[src/rtl/mem_fifo_pkg.sv]
// mem_fifo_pkg: shared constants and FSM state type for the mem_fifo_ctrl slice.
// The optional first-word fall-through path is enabled with MEM_FIFO_BYPASS_EN.
package mem_fifo_pkg;

   // RAM macro geometry and total FIFO capacity (RAM entries plus output register)
   localparam int MEM_DW    = 8;
   localparam int MEM_AW    = 2;
   localparam int MEM_DEPTH = 4;
   localparam int FIFO_CAP  = 5;

   // Read sequencer: IDLE, or waiting one cycle for the RAM read data
   typedef enum logic {
      IDLE    = 1'b0,
      RD_WAIT = 1'b1
   } fifo_state_t;

endpackage

[src/rtl/mem.sv]
// mem: 4 x 8-bit single-port block RAM wrapper with a registered read port.
// A read issued in cycle N presents its data on dout during cycle N+1.
module mem
   import mem_fifo_pkg::*;
(
   input  logic              clk,
   input  logic              reset,
   input  logic              ce,
   input  logic              oce,
   input  logic              wre,
   input  logic [MEM_AW-1:0] ad,
   input  logic [MEM_DW-1:0] din,
   output logic [MEM_DW-1:0] dout
);

   logic [MEM_DW-1:0] mem_array [MEM_DEPTH];

   // Storage array write port; contents are not cleared by reset
   always_ff @(posedge clk) begin
      if (ce && wre) begin
         mem_array[ad] <= din;
      end
   end

   // Registered read data, cleared by reset so no stale byte survives it
   always_ff @(posedge clk) begin
      if (reset) begin
         dout <= '0;
      end else if (ce && oce && !wre) begin
         dout <= mem_array[ad];
      end
   end

endmodule

[src/rtl/mem_fifo_ctrl.sv]
// mem_fifo_ctrl: 5-byte FIFO (4 bytes in the single-port RAM plus a 1-byte
// output register) with valid/ready on both sides. Reads take priority over
// writes on the shared RAM port.
// Define MEM_FIFO_BYPASS_EN to let a byte arriving at an empty FIFO skip the RAM.
module mem_fifo_ctrl
   import mem_fifo_pkg::*;
(
   input  logic              clk,
   input  logic              reset,
   input  logic [MEM_DW-1:0] in_data,
   input  logic              in_valid,
   output logic              in_ready,
   output logic [MEM_DW-1:0] out_data,
   output logic              out_valid,
   input  logic              out_ready,
   output logic [2:0]        count
);

   fifo_state_t       state;
   logic [MEM_AW-1:0] wr_ptr;
   logic [MEM_AW-1:0] rd_ptr;
   logic [2:0]        ram_count;

   logic              rd_pend;
   logic              out_free;
   logic              rd_issue;
   logic              bypass_load;
   logic              wr_en;
   logic              ram_ce;
   logic              ram_wre;
   logic [MEM_AW-1:0] ram_ad;
   logic [MEM_DW-1:0] ram_dout;

   // Arbitrate the single RAM port: refill the output register first, accept pushes otherwise
   always_comb begin
      rd_pend  = (state == RD_WAIT);
      out_free = !out_valid || out_ready;
      rd_issue = (ram_count != 3'd0) && !rd_pend && out_free;
      in_ready = !reset && (ram_count < 3'(MEM_DEPTH)) && !rd_issue;
`ifdef MEM_FIFO_BYPASS_EN
      bypass_load = (ram_count == 3'd0) && !rd_pend && out_free && in_valid && in_ready;
`else
      bypass_load = 1'b0;
`endif
      wr_en    = in_valid && in_ready && !bypass_load;
      ram_ce   = rd_issue || wr_en;
      ram_wre  = wr_en;
      ram_ad   = rd_issue ? rd_ptr : wr_ptr;
   end

   assign count = ram_count + {2'b00, rd_pend} + {2'b00, out_valid};

   // Pointers, RAM occupancy, read sequencer and the registered output byte
   always_ff @(posedge clk) begin
      if (reset) begin
         state     <= IDLE;
         wr_ptr    <= '0;
         rd_ptr    <= '0;
         ram_count <= 3'd0;
         out_valid <= 1'b0;
         out_data  <= '0;
      end else begin
         if (wr_en) begin
            wr_ptr <= wr_ptr + 2'd1;
         end
         if (rd_issue) begin
            rd_ptr <= rd_ptr + 2'd1;
         end

         case ({wr_en, rd_issue})
            2'b10:   ram_count <= ram_count + 3'd1;
            2'b01:   ram_count <= ram_count - 3'd1;
            default: ram_count <= ram_count;
         endcase

         case (state)
            IDLE:    if (rd_issue) state <= RD_WAIT;
            RD_WAIT: state <= IDLE;
            default: state <= IDLE;
         endcase

         if (rd_pend) begin
            out_data  <= ram_dout;
            out_valid <= 1'b1;
         end else if (bypass_load) begin
            out_data  <= in_data;
            out_valid <= 1'b1;
         end else if (out_valid && out_ready) begin
            out_valid <= 1'b0;
         end
      end
   end

   mem u_mem (
      .clk   (clk),
      .reset (reset),
      .ce    (ram_ce),
      .oce   (1'b1),
      .wre   (ram_wre),
      .ad    (ram_ad),
      .din   (in_data),
      .dout  (ram_dout)
   );

endmodule

[config.mk]
export PLATFORM = sky130hd
export DESIGN_NAME = mem_fifo_ctrl
export DESIGN_NICKNAME = d
export VERILOG_FILES = /design/src/rtl/mem_fifo_pkg.sv /design/src/rtl/mem.sv /design/src/rtl/mem_fifo_ctrl.sv
export SDC_FILE = /design/constraint.sdc
export NUM_CORES = 1
export LEC_CHECK = 0
export CORE_UTILIZATION = 56
export DETAILED_ROUTE_END_ITERATION = 7
export PLACE_DENSITY = 0.88
export SETUP_SLACK_MARGIN = 0.05
export SYNTH_ARGS = -nofsm -noshare
export SYNTH_HDL_FRONTEND = slang
export SYNTH_SLANG_ARGS = --single-unit
[constraint.sdc]
create_clock -name clk -period 3.7 [get_ports clk]
set_input_delay 0.555 -clock clk [delete_from_list [all_inputs] [get_ports clk]]
set_output_delay 0.555 -clock clk [all_outputs]
set_load 0.005 [all_outputs]
==> metrics.yaml <==
setup_tns_ns: 0
crit_type: "in2out"
antenna_found_initial: 0
power_switching_uw: 807.1
cts_max_path_buffers: 2
routedWlPerCell_um: 16.58
grt_max_degree: 27
cp_data_required_time_ns: 3.14
intPower_uw: 1557
timing.max_cap.violations: 0
synth_cell_types: 31
synth-seq-cells: 57
leakage_uw: 0.001044
drtIter0Drc: 61
drt_first_pass_iters: 4
power_density_nw_per_um2: 796.5
worstPathCellList: "clkdlybuf4s50_1 > nor2b_1 > or3_1 > buf_4 > inv_1 > buf_4 > nor3_1 > clkdlybuf4s50_1"
post_dp_cell_area_um2: 2778
synth_fp_nets: 213
post_cts_buffers: 0
drcViolationCount: 0
cts_buffers: 9
worst_pin_slew_ns: 0.5257
drt_wl_total_mm: 4.692
ant_nets: 0
cts_num_sinks: 57
final_area_um2: 2968
grt_setup_unrepaired: "no"
vdd_drop_max_uv: 418.7
hold_viol: 0
holdPathEnd: "u_mem.dout[1]"
path_buf_inv: 5
power_frac_comb: 0.393
status: "finished, final reports clean"
gp_congestion: 0.8094
ys_seq_area_frac: 0.5905
rr_endpoint: "ram_count[2]"
port_buffers: 24
io_pins: 25
crit_path_top_delay_cell: "clkdlybuf4s50_1"
cp.arrival_ns: 2.45
r2r_cells: 9
globalRouteOverflowTotal: 0
cts_tree: "built"
die_w_um: 68.48
yosys_warnings: 0
async_flop_share: 0
fin_crit_ns: 3.008
netlist_area_um2: 2475
syn_inst: 196
nets: 245
start_util: 0.6014
seq_power_share: 0.373
synth_edf_count: 32
end_kind: "primary output"
min_path_type: "reg2reg"
layout-drive-gt1-share: 0.1588
synth.avg_cell_area_um2: 12.63
place_hpwl_mm: 3.224
period_share: 0.8130
max_slew_margin: 0.6491
cts_root_buf: "clkbuf_8"
die_h_um: 68.48
pwr-share-clk: 0.234
area_growth_pct: 19.92
whs_path_depth: 2
diodes: 0
crit_path_start_kind: "primary input"
finalSetupViolCount: 0
fin_util: 0.7212
slowest_delay_ns: 0.45
row_count: 23
clkLatencyLatePin_ns: 0.32
post-place-ws_ns: 0.5298
cp_max_fo: 15
core_um2: 4115
cts_resized: 0
p_sw_frac: 0.3414
grt_pass1_vias: 1533
synth-main-ff-cell: "edfxtp_1"
avgViaCountPerCell: 5.728
fmax_mhz: 332.4
fin_cells: 283
htree_levels: 3
place_inst: 267
report.final.slew_viol_count: 0
die-area_um2: 4690
reg2reg_from: "rd_pend"
worstHoldStart: "u_mem.dout[1]"
fin_ws_ns: 0.6917
vias: 1621
cts_hold_buf: 0
grt_pass1_wl_mm: 7.341
cp_top_family: "buffers and inverters"
grtUsageTotal: 0.2274
fin_worst_skew_ns: 0.01434
r2r_slack_ns: 0.97
clk_pin_slew_ns: 0.06
layer usage:
metal,up-vias,wire length (µm),global-route usage
met2,42,2218,0.3493
met1,785,2188,0.2892
met5,-,0,0
met3,9,194,0.06167
li1,785,-,-
met4,0,90,0.1250
cell usage in the layout (no fill, tap or decap), types with 3 or more instances in the layout:
| master | n |
|---|---|
| a221o_1 | 8 |
| a211oi_2 | 6 |
| clkbuf_8 | 10 |
| edfxtp_1 | 32 |
| mux2_2 | 6 |
| xnor2_1 | 3 |
| a22oi_1 | 8 |
| a21oi_1 | 4 |
| a211oi_1 | 3 |
| clkinv_2 | 3 |
| clkdlybuf4s50_1 | 24 |
| dfxtp_1 | 25 |
| buf_4 | 9 |
| nand2b_1 | 4 |
| nor2_1 | 29 |
| mux2i_1 | 12 |
| inv_1 | 7 |
| nor3_1 | 8 |
| xor2_1 | 5 |
| nor3b_1 | 4 |
| ha_1 | 3 |
registers in the layout (all words and copies together), names as in the netlist:
register / flops
rd_ptr: 2
u_mem.dout: 8
u_mem.mem_array: 32
out_data: 8
rd_pend: 1
ram_count: 3
wr_ptr: 2
out_valid: 1
cell usage after synthesis (2+ instances only):
cell / count / area [µm²]
a211oi_1: 3 / 22.52
a221o_1: 8 / 80.08
a21oi_1: 4 / 20.02
mux2_2: 6 / 67.56
ha_1: 3 / 37.54
dfxtp_1: 25 / 500.5
mux2i_1: 12 / 120.1
nor2_1: 29 / 108.9
a22oi_1: 8 / 60.06
nor3_1: 8 / 40.04
nor3b_1: 4 / 30.03
clkbuf_1: 8 / 30.03
xnor2_1: 3 / 26.28
buf_4: 2 / 15.01
xor2_1: 5 / 43.79
mux2i_4: 2 / 45.04
inv_1: 7 / 26.28
nand2b_1: 4 / 25.02
and3_1: 2 / 12.51
buf_6: 2 / 22.52
a211oi_2: 6 / 75.07
fa_1: 2 / 40.04
nand2_1: 2 / 7.510
a311oi_1: 2 / 17.52
and2_1: 2 / 12.51
edfxtp_1: 32 / 960.9
through the flow:
stage | hold slack (ns) | power [µW]
after floorplan | 0.4560 | 1578
after global placement | 0.4718 | 1783
after detailed placement | 0.4756 | 1809
after CTS | 0.4822 | 2370
after global routing | 0.5207 | 2511
final | 0.4803 | 2364
area by class of cell:
type / instances / area [µm²]
inverter: 8 / 30.03
clock inverter: 4 / 45.04
multi-input combinational: 119 / 915.9
sequential: 57 / 1461
tap: 50 / 62.56
clock buffer: 12 / 145.1
timing repair buffer: 33 / 307.8
fill: 289 / 1147
tightest hold or removal path: cells and delay by family, from the launching register on:
kind / cells / cell delay (ns)
flip-flops: 1 / 0.31
AO/OA/AOI/OAI: 1 / 0.04
AND/OR/NAND/NOR: 1 / 0.08
how the worst max path moves through the flow:
stage / start / end / slack [ns] / cells after the start
floorplan: out_ready / ram_count[2] / 0.62 / 13
global placement: out_ready / ram_count[2] / 0.60 / 12
detailed placement: out_ready / ram_count[2] / 0.53 / 12
CTS: out_ready / in_ready / 0.68 / 8
global route: out_ready / in_ready / 0.57 / 8
finish: out_ready / in_ready / 0.69 / 8
power groups by stage:
stage / combinational (µW) / sequential [µW] / clock, µW
2_1_floorplan: 741 / 837 / 0
3_3_place_gp: 891 / 892 / 0
3_5_place_dp: 913 / 896 / 0
4_1_cts: 929 / 883 / 558
5_1_grt: 1020 / 898 / 593
6_report: 929 / 883 / 552
cells by family (layout without fill, tap and decap cells):
kind of cell    Yosys count  in the layout  synth area share
mux                      20             20           0.09403
fa+ha+maj                 5              5           0.03135
compound gates           31             31            0.1112
xor+xnor                  8              8           0.02831
buf+inv                  20             57           0.03943
flops                    57             57            0.5905
simple gates             55             55            0.1052
Note: power is estimated with default switching activity, not from simulation.
